## config.mk

```make
export PLATFORM = sky130hd
export DESIGN_NAME = time_set_ctrl
export DESIGN_NICKNAME = d
export VERILOG_FILES = /design/src/rtl/clock_pkg.sv /design/src/rtl/bcd_field_counter.sv /design/src/rtl/time_set_ctrl.sv
export SDC_FILE = /design/constraint.sdc
export NUM_CORES = 1
export LEC_CHECK = 0
export BUFFER_PORTS_ARGS = -buffer_cell sky130_fd_sc_hd__buf_2
export CORE_ASPECT_RATIO = 1.4
export CORE_MARGIN = 10
export CORE_UTILIZATION = 54
export DETAILED_ROUTE_END_ITERATION = 12
export HOLD_SLACK_MARGIN = 0.02
export PLACE_DENSITY_LB_ADDON = 0.3
export SLEW_MARGIN = 25
export SYNTH_ARGS = -nofsm -noshare
export SYNTH_HDL_FRONTEND = slang
export SYNTH_SLANG_ARGS = --single-unit
```

## constraint.sdc

```tcl
create_clock -name clock -period 7.2 [get_ports clock]
set_clock_uncertainty 0.2 [all_clocks]
set_input_delay 0.72 -clock clock [delete_from_list [all_inputs] [get_ports clock]]
set_output_delay 0.72 -clock clock [all_outputs]
set_load 0.005 [all_outputs]
```

## src/rtl/clock_pkg.sv

```systemverilog
// Shared types, mode encoding, field limits and BCD step helpers for the clock core.
package clock_pkg;

  typedef logic [7:0] bcd_t;

  typedef enum logic [1:0] {
    MODE_RUN      = 2'd0,
    MODE_SET_HOUR = 2'd1,
    MODE_SET_MIN  = 2'd2,
    MODE_SET_SEC  = 2'd3
  } mode_t;

  localparam bcd_t SEC_MAX  = 8'h59;
  localparam bcd_t MIN_MAX  = 8'h59;
  localparam bcd_t HOUR_MAX = 8'h23;

  // Next BCD value going up; the field maximum wraps to 00.
  function automatic bcd_t bcd_inc(input bcd_t v, input bcd_t max);
    bcd_t r;
    if (v == max) begin
      r = 8'h00;
    end else if (v[3:0] == 4'd9) begin
      r = {v[7:4] + 4'd1, 4'd0};
    end else begin
      r = {v[7:4], v[3:0] + 4'd1};
    end
    return r;
  endfunction

  // Next BCD value going down; 00 wraps to the field maximum.
  function automatic bcd_t bcd_dec(input bcd_t v, input bcd_t max);
    bcd_t r;
    if (v == 8'h00) begin
      r = max;
    end else if (v[3:0] == 4'd0) begin
      r = {v[7:4] - 4'd1, 4'd9};
    end else begin
      r = {v[7:4], v[3:0] - 4'd1};
    end
    return r;
  endfunction

endpackage

```

## src/rtl/bcd_field_counter.sv

```systemverilog
// One BCD time field (hour, minute or second) with wrap-around up/down stepping.
// carry is a registered pulse marking an upward wrap from MAX to 00.
module bcd_field_counter
  import clock_pkg::*;
#(
  parameter bcd_t MAX  = 8'h59,
  parameter bcd_t INIT = 8'h00
) (
  input  logic clock,
  input  logic reset,
  input  logic inc,
  input  logic dec,
  output bcd_t value,
  output logic carry
);

  bcd_t value_r;
  bcd_t value_s;
  logic carry_r;
  logic carry_s;

  // Next field value; simultaneous inc and dec cancel out.
  always_comb begin
    value_s = value_r;
    carry_s = 1'b0;
    if (inc && !dec) begin
      value_s = bcd_inc(value_r, MAX);
      carry_s = (value_r == MAX);
    end else if (dec && !inc) begin
      value_s = bcd_dec(value_r, MAX);
      carry_s = 1'b0;
    end else begin
      value_s = value_r;
      carry_s = 1'b0;
    end
  end

  // Field register and wrap pulse.
  always_ff @(posedge clock or negedge reset) begin
    if (!reset) begin
      value_r <= INIT;
      carry_r <= 1'b0;
    end else begin
      value_r <= value_s;
      carry_r <= carry_s;
    end
  end

  assign value = value_r;
  assign carry = carry_r;

endmodule

```

## src/rtl/time_set_ctrl.sv

```systemverilog
// Time-of-day core: runs HH:MM:SS in BCD from a 1 Hz tick and lets the user
// stop the clock and edit each field, with a blink flag for the display.
module time_set_ctrl
  import clock_pkg::*;
#(
  parameter bcd_t INIT_HOUR = 8'h00,
  parameter bcd_t INIT_MIN  = 8'h00,
  parameter bcd_t INIT_SEC  = 8'h00
) (
  input  logic       clock,
  input  logic       reset,
  input  logic       sec_tick,
  input  logic       blink_tick,
  input  logic       key_mode,
  input  logic       key_up,
  input  logic       key_down,
  output logic [7:0] hour_bcd,
  output logic [7:0] min_bcd,
  output logic [7:0] sec_bcd,
  output logic [1:0] mode,
  output logic       blink_on,
  output logic       midnight
);

  mode_t mode_r;
  mode_t mode_s;
  logic  blink_r;
  logic  blink_s;
  bcd_t  hour_val_s;
  bcd_t  min_val_s;
  bcd_t  sec_val_s;
  logic  hour_carry_s;
  logic  min_carry_s;
  logic  sec_carry_s;
  logic  run_s;
  logic  tick_s;
  logic  edit_s;
  logic  up_s;
  logic  down_s;
  logic  sec_inc_s;
  logic  sec_dec_s;
  logic  min_inc_s;
  logic  min_dec_s;
  logic  hour_inc_s;
  logic  hour_dec_s;

  // Field step requests: chained carries while running, single-field edits otherwise.
  always_comb begin
    run_s      = (mode_r == MODE_RUN);
    tick_s     = run_s && sec_tick;
    edit_s     = !run_s && !key_mode && (key_up ^ key_down);
    up_s       = edit_s && key_up;
    down_s     = edit_s && key_down;
    sec_inc_s  = tick_s || (up_s && (mode_r == MODE_SET_SEC));
    sec_dec_s  = down_s && (mode_r == MODE_SET_SEC);
    min_inc_s  = (tick_s && (sec_val_s == SEC_MAX)) || (up_s && (mode_r == MODE_SET_MIN));
    min_dec_s  = down_s && (mode_r == MODE_SET_MIN);
    hour_inc_s = (tick_s && (sec_val_s == SEC_MAX) && (min_val_s == MIN_MAX)) ||
                 (up_s && (mode_r == MODE_SET_HOUR));
    hour_dec_s = down_s && (mode_r == MODE_SET_HOUR);
  end

  // Mode sequencing and blink flag next state.
  always_comb begin
    mode_s  = mode_r;
    blink_s = blink_r;
    if (key_mode) begin
      case (mode_r)
        MODE_RUN:      mode_s = MODE_SET_HOUR;
        MODE_SET_HOUR: mode_s = MODE_SET_MIN;
        MODE_SET_MIN:  mode_s = MODE_SET_SEC;
        MODE_SET_SEC:  mode_s = MODE_RUN;
        default:       mode_s = MODE_RUN;
      endcase
      blink_s = 1'b1;
    end else if (run_s) begin
      mode_s  = mode_r;
      blink_s = 1'b1;
    end else if (edit_s) begin
      mode_s  = mode_r;
      blink_s = 1'b1;
    end else if (blink_tick) begin
      mode_s  = mode_r;
      blink_s = !blink_r;
    end else begin
      mode_s  = mode_r;
      blink_s = blink_r;
    end
  end

  // Mode and blink registers.
  always_ff @(posedge clock or negedge reset) begin
    if (!reset) begin
      mode_r  <= MODE_RUN;
      blink_r <= 1'b1;
    end else begin
      mode_r  <= mode_s;
      blink_r <= blink_s;
    end
  end

  bcd_field_counter #(.MAX(HOUR_MAX), .INIT(INIT_HOUR)) u_hour (
    .clock (clock),
    .reset (reset),
    .inc   (hour_inc_s),
    .dec   (hour_dec_s),
    .value (hour_val_s),
    .carry (hour_carry_s)
  );

  bcd_field_counter #(.MAX(MIN_MAX), .INIT(INIT_MIN)) u_min (
    .clock (clock),
    .reset (reset),
    .inc   (min_inc_s),
    .dec   (min_dec_s),
    .value (min_val_s),
    .carry (min_carry_s)
  );

  bcd_field_counter #(.MAX(SEC_MAX), .INIT(INIT_SEC)) u_sec (
    .clock (clock),
    .reset (reset),
    .inc   (sec_inc_s),
    .dec   (sec_dec_s),
    .value (sec_val_s),
    .carry (sec_carry_s)
  );

  // All three fields wrap together only on the running 23:59:59 rollover.
  assign midnight = hour_carry_s && min_carry_s && sec_carry_s;
  assign hour_bcd = hour_val_s;
  assign min_bcd  = min_val_s;
  assign sec_bcd  = sec_val_s;
  assign mode     = mode_r;
  assign blink_on = blink_r;

endmodule

```

* Word level (Yosys, flattened, before mapping)
Cells that the tools add are included.
Operators by class: equality and inequality tests 12, bitwise operators 1, reductions and logical operators 50, add/subtract/negate cells 12, muxes and demuxes 26
Operators with widths (number):
- $mux W8 | 18
- $add A4 B1 Y4 const B | 6
- $logic_not A8 Y1 | 3
- $sub A4 B1 Y4 const B | 6
- $logic_and A1 B1 Y1 | 21
- $eq A8 B7 Y1 const B | 2
- $eq A4 B4 Y1 const B | 3
- $logic_not A4 Y1 | 3
- $logic_not A1 Y1 | 9
- $ne A3 B3 Y1 const B | 3
- $reduce_and A3 Y1 | 3
- $reduce_bool A3 Y1 | 3
- $eq A8 B6 Y1 const B | 1
- $pmux W2 S4 | 1
- $mux W1 | 7
- $reduce_bool A2 Y1 | 3
- $eq A2 B2 Y1 const B | 2
- $reduce_bool A4 Y1 | 1
- $logic_or A1 B1 Y1 | 3
- $eq A2 B1 Y1 const B | 1
- $logic_not A2 Y1 | 1
- $xor A1 B1 Y1 | 1
Storage, ports and cells: logic and storage cells 112, register bits 30, output and inout port bits 28

* Depth between registers and ports, before layout
Gate-level depths: netlist of the first run.
word-level depth 11, mapped depth 13, mapped depth without buffers 11

* Cells and area by module
A second synthesis of the first run with hierarchy kept.
Second synthesis, totals: cell total of the unflattened synthesis 295, area, all modules 2716.4 um^2
Modules (own cells, without submodules):
- bcd_field_counter (u_min ...) | cells an instance 91, area each 827.0 um^2, instances 2
- bcd_field_counter (u_hour) | cells an instance 80, area each 754.5 um^2, instances 1
- time_set_ctrl | cells an instance 33, area each 307.8 um^2, instances 1

* Worst setup path before layout of the first run
No wires, ideal clock.
kind input -> register, start point in key_mode, end point reg u_min.value_r[4] (netlist: u_min.value[4]), library setup time 0.125 ns, arrival time 2.673 ns, setup slack 4.203 ns, stages 6, path through clkbuf_1 > or4b_2 > ha_1 > buf_1 > nor3_1 > mux2_2
Between the ends: word-level cells in the longest chain between the ends 10, elaborated cells on any way between the ends 17
RTL lines:
- start: declaration | line time_set_ctrl.sv:14 | input logic key_mode,
- $logic_not A1 Y1 (*) | line time_set_ctrl.sv:51 | edit_s = !run_s && !key_mode && (key_up ^ key_down);
- $logic_and A1 B1 Y1 (*) (2 in a row) | line time_set_ctrl.sv:51
- $logic_and A1 B1 Y1 | line time_set_ctrl.sv:52 | up_s = edit_s && key_up;
- $logic_and A1 B1 Y1 | line time_set_ctrl.sv:56 | min_inc_s = (tick_s && (sec_val_s == SEC_MAX)) || (up_s && (mode_r == MODE_SET_MIN));
- $logic_or A1 B1 Y1 | line time_set_ctrl.sv:56
- $logic_not A1 Y1 | line bcd_field_counter.sv:29 | end else if (dec && !inc) begin
- $logic_and A1 B1 Y1 | line bcd_field_counter.sv:29
- $reduce_bool A2 Y1 (no source line)
- $reduce_and A3 Y1 (no source line)
- end signal: assignment | line bcd_field_counter.sv:44 | value_r <= value_s;
- end: declaration | line bcd_field_counter.sv:17 | bcd_t value_r;
Mark *: on every way between the ends. The rest lies on a longest branch, timed or not. A chain may end at the register's enable or synchronous reset.

* Worst setup path in the final report of the first run
start point reg u_sec.value_r[5] (netlist: u_sec.value[5]), end point reg u_hour.value_r[4] (netlist: u_hour.value[4])
Between the ends: word-level cells in the longest chain between the ends 8, elaborated cells on any way between the ends 12
RTL lines:
- start: declaration | line bcd_field_counter.sv:17
- start signal: assignment | line bcd_field_counter.sv:44
- $eq A8 B7 Y1 (*) | line time_set_ctrl.sv:58 | hour_inc_s = (tick_s && (sec_val_s == SEC_MAX) && (min_val_s == MIN_MAX)) ||
- $logic_and A1 B1 Y1 (*) (2 in a row) | line time_set_ctrl.sv:58
- $logic_or A1 B1 Y1 (*) | line time_set_ctrl.sv:58
- $logic_not A1 Y1 | line bcd_field_counter.sv:29
- $logic_and A1 B1 Y1 | line bcd_field_counter.sv:29
- $reduce_bool A2 Y1 (no source line)
- $reduce_and A3 Y1 (no source line)
- end signal: assignment | line bcd_field_counter.sv:44
- end: declaration | line bcd_field_counter.sv:17
Marked as above.

==> metrics.md, run 1 <==
| Metric | Value |
|---|---|
| Final min period | 3.25 ns |
| Worst slew margin | 47.6% |
| Post-CTS sizing | 0 |
| Root Buffer | clkbuf_8 |
| Final wirelength | 5740 um |
| Synthesized area | 2560 um^2 |
| H-tree Lvls | 2 |
| Fin. max-slew vios | 0 |
| Top cell type by total area after synthesis | dfrtp_1 |
| Crit path from | u_sec.value[5]$_DFFE_PN0P_ |
| Met2 routed WL | 3000 um |
| Routed met1 length | 2350 um |
| Starting Density | 56.0% |
| Flop and latch count out of synthesis | 30 |
| Hold_ws | 0.272 ns |
| Core area | 4570 um^2 |
| Drt first pass iters | 5 |
| Crit path to | u_hour.value[4]$_DFFE_PN0P_ |
| Die Area | 7930 um^2 |
| First-pass GRT wire length | 9800 um |
| Fmax | 307 MHz |
| Start of the worst register-to-register path | u_sec.value[5]$_DFFE_PN0P_ |
| Initial drt markers | 90 |
| Port-buffer cells | 34 |
| CTS clk-pin slew, worst paths | 0.07 ns |
| Initial antenna violation count | 0 |
| Leak Pwr | 1.31 nW |
| Final Power | 968 uW |
| Share of flip-flops with an asynchronous set or reset | 100% |
| ANT cells | 0 |
| Post-Route Setup TNS | 0 ns |
| Vias per cell | 5.98 |
| Worst min path class | in -> async |
| # rows | 29 |
| Post-synth EDFFs | 0 |
| DRT antenna net count | 0 |
| Synth Net Count | 324 |
| Fraction of layout cells with a size suffix above 1 | 20.1% |
| RSZ-0062 raised after global routing | no |
| CP max FO | 13 |
| Worst reg-to-reg setup slack | 3.95 ns |
| Post-CTS setup buffers | 0 |
| Tcrit/Tclk final | 45.2% |
| Seq/Total Area, Yosys | 29.4% |
| Post-route insts no fill | 376 |
| Die H | 101 um |
| CTS sink cnt | 30 |
| Worst setup margin | 3.95 ns |
| Total GRT Usage | 14.7% |
| Worst setup SP type | flop |
| Critical path data arrival time | 3.22 ns |
| Power Dens Cells | 341 nW/um^2 |
| Top Metal Used | met4 |
| # setup viols final | 0 |
| WL/cell | 15.3 um |
| Yosys warns | 0 |
| CP required | 7.17 ns |
| MaxCap Viol Count | 0 |
| Top cells by area, synth | dfrtp_1 (28%), ha_1 (16%), inv_1 (3.8%), o21ai_0 (3.1%), nor2_1 (2.8%) |
| Final hold vios | 0 |
| CP Capture Type | flop |
| Hold buffers post-CTS | 0 |
| Placer Congestion | 0.839 |
| Max clock buf depth | 2 |
| Worst Tran Pin Value | 0.775 ns |
| Critical path type | reg -> reg |
| Cells after Synth | 285 |
| Max VDD drop | 0.229 mV |
| Status | finished clean |
| NumNets Final | 352 |
| Skew-Pair Late Insertion Delay | 0.29 ns |
| Post-DP Area | 2750 um^2 |
| Largest net degree at the start of global routing | 31 |
| Post-synth cell types | 64 |
| Design area | 2840 um^2 |
| Yosys top cell area share | 28.3% |
| Vias in the first global route | 2211 |
| Synth Flop Type | dfrtp_1 |
| Syn_area_per_cell | 8.98 um^2 |
| # IOs | 35 |
| Placed insts | 368 |
| DIE WIDTH | 78.2 um |
| Met3 WL | 283 um |
| Layout area overhead | 10.9% |
| Reg2Reg Depth | 11 |
| CTS tree | done |
| Gr ovfl total | 0 |
| Dpl hpwl | 4310 um |
| Via count | 2250 |
| Pre-CTS setup slack | 3.90 ns |
| Clock buffer count from CTS | 5 |
| Core Util, Final | 62.1% |
| # DRC | 0 |
| Reg-to-Reg End | u_hour.value[4]$_DFFE_PN0P_ |
[routing by layer]
layer / up-vias / global-route usage (%)
li1: 1099 / -
met1: 1085 / 15.3
met2: 54 / 26.8
met3: 12 / 4.43
met4: 0 / 5.67
met5: - / 0
[placed cells by master, fill, tap and decap left out, types with 4 or more instances in the layout]
cell type,netlist,final
o21ai_0,16,16
clkbuf_8,0,6
nor2_1,19,19
inv_1,26,26
ha_1,32,32
a21oi_1,12,12
nor3_1,12,12
nand3_1,8,8
mux2_2,4,4
and3_1,4,4
nand2_1,16,16
xnor2_1,6,6
buf_2,3,34
or2_2,4,4
nand2b_1,5,5
nor3b_1,4,4
a31oi_1,4,4
a221oi_1,5,5
dfrtp_1,29,29
o41ai_1,5,5
[worst max-delay path: stages (launching register included)]
cell     delay, ns
dfrtp_1       0.44
inv_1         0.12
ha_1          0.21
and3b_1       0.23
nand4_1       0.13
o32a_1        0.17
inv_1         0.05
ha_1          0.38
nor4b_4       0.45
nand2_1       0.21
and2_1        0.24
mux2_4        0.30
[logic make-up after synthesis]
family                   after synthesis  share of synthesized area (%)
AND/OR/NAND/NOR                      101                           23.7
AO/OA/AOI/OAI                         69                           19.5
buffers and inverters                 39                           6.21
adder cells (fa/ha/maj)               32                           15.6
flip-flops                            30                           29.4
multiplexers                           8                           3.52
XOR/XNOR                               6                           2.05
[flip-flops by register name, summed over array words and instances, names as in the netlist]
name and cells:
blink_on 1, mode 2, u_hour.carry 1, u_hour.value 8, u_min.carry 1, u_min.value 8, u_sec.carry 1, u_sec.value 8
[Yosys cell counts, types with 3 or more instances]
cell / instances
a31oi_1: 4
nor4b_1: 3
mux2i_1: 3
o21ai_0: 16
a221oi_1: 5
o41ai_1: 5
buf_2: 3
a21oi_1: 12
and3b_1: 3
mux2_2: 4
xnor2_1: 6
clkbuf_1: 5
nand2_1: 16
inv_1: 26
dfrtp_1: 29
nor3_1: 12
nand4b_1: 3
nor3b_1: 4
nand3_1: 8
nand2b_1: 5
a22o_1: 3
nor2_1: 19
nand4_1: 3
and3_1: 4
ha_1: 32
or2_2: 4
[how the worst min path moves through the flow]
| stage | start | to | slack (ns) | cells after the start |
|---|---|---|---|---|
| floorplan | reset | mode[0]$_DFFE_PN0P_ | 0.22 | 0 |
| global placement | u_hour.value[0]$_DFFE_PN0P_ | u_hour.value[0]$_DFFE_PN0P_ | 0.38 | 2 |
| detailed placement | u_hour.value[0]$_DFFE_PN0P_ | u_hour.value[0]$_DFFE_PN0P_ | 0.40 | 2 |
| CTS | reset | u_min.value[0]$_DFFE_PN0P_ | 0.30 | 1 |
| global route | reset | mode[0]$_DFFE_PN0P_ | 0.33 | 1 |
| finish | reset | mode[0]$_DFFE_PN0P_ | 0.27 | 1 |
[area by class of cell]
| cell class | count | area (um^2) |
|---|---|---|
| inverter | 26 | 97.6 |
| clock inverter | 1 | 5.00 |
| tap | 62 | 77.6 |
| clock buffer | 7 | 86.3 |
| multi-input combinational | 216 | 1650 |
| sequential | 30 | 752 |
| timing repair buffer | 34 | 170 |
| fill | 416 | 1730 |
[power breakdown]
group / switching [mW] / internal (mW) / leakage (nW)
combinational: 0.258 / 0.232 / 0.898
clock: 0.0665 / 0.0771 / 0.0482
sequential: 0.111 / 0.224 / 0.369
No activity file was read; power rests on OpenSTA's default activity.
==> run 2: changes to the inputs <==
ABC_AREA = 1   (was default)
clock period = 3.1 ns   (was 7.2 ns; I/O delays follow)
==> run 2 against run 1 <==
Compared with the run above: utilization grew 0.59 points; cell count is 27% higher; worst hold slack lost 0.17 ns; clock power grew to 2.8 times the previous value; non-clock buffer count increased by 1; wire length up 2.8%; sequential share of layout area fell by 1.7 points; critical path type unchanged; combinational power rose to 2.7 times the previous value; die area is 4.3% higher; critical path depth grew 1; global-route usage is 0.22 points higher; setup slack lost 3.5 ns; largest cell class unchanged.
==> metrics.md, run 2 <==
| Metric | Value |
|---|---|
| Status | finished clean (unchanged) |
| Start of the worst register-to-register path | mode[0]$_DFFE_PN0P_ (was u_sec.value[5]$_DFFE_PN0P_) |
| Total GRT Usage | 14.9% (was 14.7%) |
| NumNets Final | 453 (was 352) |
| Seq/Total Area, Yosys | 27.8% (was 29.4%) |
| Post-route insts no fill | 478 (was 376) |
| CP max FO | 6 (was 13) |
| Power Dens Cells | 814 nW/um^2 (was 341 nW/um^2) |
| Synth Net Count | 416 (was 324) |
| Vias in the first global route | 2481 (was 2211) |
| Synth Flop Type | dfrtp_1 (unchanged) |
| Core area | 4840 um^2 (was 4570 um^2) |
| Post-synth top cells | nand2_1 (116), inv_1 (41), nand3_1 (38) (was ha_1 (32), dfrtp_1 (29), inv_1 (26)) |
| CP required | 3.08 ns (was 7.17 ns) |
| MaxCap Viol Count | 0 (unchanged) |
| Share of flip-flops with an asynchronous set or reset | 100% (unchanged) |
| Slowest stage delay, CP | 0.40 ns (was 0.45 ns) |
| CTS clk-pin slew, worst paths | 0.07 ns (about the same) |
| # IOs | 35 (unchanged) |
| Post-CTS sizing | 0 (unchanged) |
| Layout area overhead | 12.3% (was 10.9%) |
| Initial antenna violation count | 0 (unchanged) |
| # DRC | 0 (unchanged) |
| Dpl hpwl | 4650 um (was 4310 um) |
| CP Capture Type | flop (unchanged) |
| Worst min path class | in -> reg (was in -> async) |
| Die Area | 8270 um^2 (was 7930 um^2) |
| Worst Tran Pin Value | 0.679 ns (was 0.775 ns) |
| Fraction of layout cells with a size suffix above 1 | 18.6% (was 20.1%) |
| ANT cells | 0 (unchanged) |
| Worst slew margin | 54.7% (was 47.6%) |
| CTS sink cnt | 30 (unchanged) |
| Hold buffers post-CTS | 1 (was 0) |
| First-pass GRT wire length | 10500 um (was 9800 um) |
| # setup viols final | 0 (unchanged) |
| DRT antenna net count | 0 (unchanged) |
| Yosys top cell area share | 26.9% (was 28.3%) |
| H-tree Lvls | 2 (unchanged) |
| Gr ovfl total | 0 (unchanged) |
| Post-synth cell types | 33 (was 64) |
| Leak Pwr | 1.69 nW (was 1.31 nW) |
| WL/cell | 12.3 um (was 15.3 um) |
| Synthesized area | 2700 um^2 (was 2560 um^2) |
| Die H | 104 um (was 101 um) |
| Tcrit/Tclk final | 85.9% (was 45.2%) |
| Final wirelength | 5900 um (was 5740 um) |
| Hold wc startpoint | key_mode |
| Fin. max-slew vios | 0 (unchanged) |
| Initial drt markers | 133 (was 90) |
| Top cell type by total area after synthesis | dfrtp_1 (unchanged) |
| Flop and latch count out of synthesis | 30 (unchanged) |
| DIE WIDTH | 79.8 um (was 78.2 um) |
| Placed insts | 470 (was 368) |
| Starting Density | 55.8% (was 56.0%) |
| Drt first pass iters | 4 (was 5) |
| Most frequent cells in the layout | nand2_1 (116), inv_1 (41), nand3_1 (38), buf_2 (34), ha_1 (32) (was buf_2 (34), ha_1 (32), dfrtp_1 (29), inv_1 (26), nor2_1 (19)) |
| Placer Congestion | 0.927 (was 0.839) |
| Max VDD drop | 0.536 mV (was 0.229 mV) |
| Clock buffer count from CTS | 5 (unchanged) |
| Skew-Pair Late Insertion Delay | 0.28 ns (was 0.29 ns) |
| Largest net degree at the start of global routing | 31 (unchanged) |
| Vias per cell | 5.17 (was 5.98) |
| CTS tree | done (unchanged) |
| Final min period | 2.66 ns (was 3.25 ns) |
| Max clock buf depth | 2 (unchanged) |
| Cells after Synth | 377 (was 285) |
| CP Cell Sequence | inv_1, ha_1, or2_2, nor2_1, a22o_1, ha_1, inv_2, nand4_1, nand2_1, nand3b_1, nand2_1, inv_1 (was inv_1, ha_1, and3b_1, nand4_1, o32a_1, inv_1, ha_1, nor4b_4, nand2_1, and2_1, mux2_4) |
| Via count | 2472 (was 2250) |
| # rows | 30 (was 29) |
| Final hold vios | 0 (unchanged) |
| Crit path from | mode[0]$_DFFE_PN0P_ (was u_sec.value[5]$_DFFE_PN0P_) |
| RSZ-0062 raised after global routing | no (unchanged) |
| Worst setup SP type | flop (unchanged) |
| Critical path data arrival time | 2.64 ns (was 3.22 ns) |
| Commonest non-fill, non-tap cell in the layout | nand2_1 (was buf_2) |
| Fmax | 375 MHz (was 307 MHz) |
| Port-buffer cells | 34 (unchanged) |
| Syn_area_per_cell | 7.17 um^2 (was 8.98 um^2) |
| Root Buffer | clkbuf_8 (unchanged) |
| Post-CTS setup buffers | 0 (unchanged) |
| Yosys warns | 0 (unchanged) |
| Critical path type | reg -> reg (unchanged) |
| Top cells by area, synth | dfrtp_1 (27%), nand2_1 (16%), ha_1 (15%), nand3_1 (7.0%), inv_1 (5.7%) (was dfrtp_1 (28%), ha_1 (16%), inv_1 (3.8%), o21ai_0 (3.1%), nor2_1 (2.8%)) |
| Most numerous cell in the Yosys netlist | nand2_1 (was ha_1) |
| Critical Path Slowest Stage Cell | dfrtp_1 (was nor4b_4) |
| Post-synth EDFFs | 0 (unchanged) |
| Post-Route Setup TNS | 0 ns (unchanged) |
| Final Power | 2.47 mW (was 968 uW) |
==> run 2: where the power goes <==
part	switching, mW	total [mW]	internal, mW
clock network	0.143	0.400	0.257
logic	0.796	1.33	0.530
registers	0.231	0.744	0.513
==> run 2: final cells by class <==
class | instances | area [um^2]
clock inverter | 1 | 30.0
sequential | 30 | 752
clock buffer | 6 | 82.6
tap | 64 | 80.1
timing repair buffer | 35 | 180
fill | 446 | 1810
multi-input combinational | 295 | 1730
inverter | 47 | 176
==> run 2: worst max-delay path, delay by kind of cell, from the launching register on <==
kind	cells	cell delay (ns)
flops	1	0.40
simple gates	6	1.05
compound gates	1	0.16
buf+inv	3	0.23
fa+ha+maj	2	0.54
==> run 2: metrics by stage <==
step                setup WS [ns]  hold WS, ns  instance area, um^2  util, %
finish                      0.436       0.0982                 3030     62.7
global route                0.213        0.123                 3030     62.7
CTS                         0.439       0.0879                 3030     62.7
detailed placement          0.440        0.198                 2910     60.1
global placement            0.569        0.187                 2910     60.1
floorplan                   0.719       -0.186                 2700        -
==> run 2: cell families (layout without fill, tap and decap cells) <==
logic type	Yosys count	in the layout	share of synthesized area [%]
fa+ha+maj	32	32	14.8
simple gates	222	222	39.5
flops	30	30	27.8
buf+inv	52	89	8.01
compound gates	30	30	6.30
xor+xnor	11	11	3.57
==> run 2: final timing paths <==
check                                              end  slack [ns]  depth (start not counted)
setup reg to reg            u_sec.value[3]$_DFFE_PN0P_        0.44                         12
hold / removal                     mode[0]$_DFFE_PN0P_         0.1                          2
min in group asynchronous   u_sec.value[3]$_DFFE_PN0P_        0.40                          2
hold reg to reg                   blink_on$_DFFE_PN1P_        0.33                          2
max in group asynchronous  u_hour.value[5]$_DFFE_PN0P_        1.85                          2
setup / recovery            u_sec.value[3]$_DFFE_PN0P_        0.44                         12
==> run 2: per-layer routing <==
| metal | vias to the layer above | wire length (um) | global-route usage, % |
|---|---|---|---|
| met1 | 1152 | 2560 | 16.2 |
| met3 | 2 | 239 | 3.72 |
| met2 | 34 | 3070 | 26.8 |
| met5 | - | 0 | 0 |
| met4 | 0 | 29 | 4.67 |
| li1 | 1284 | - | - |
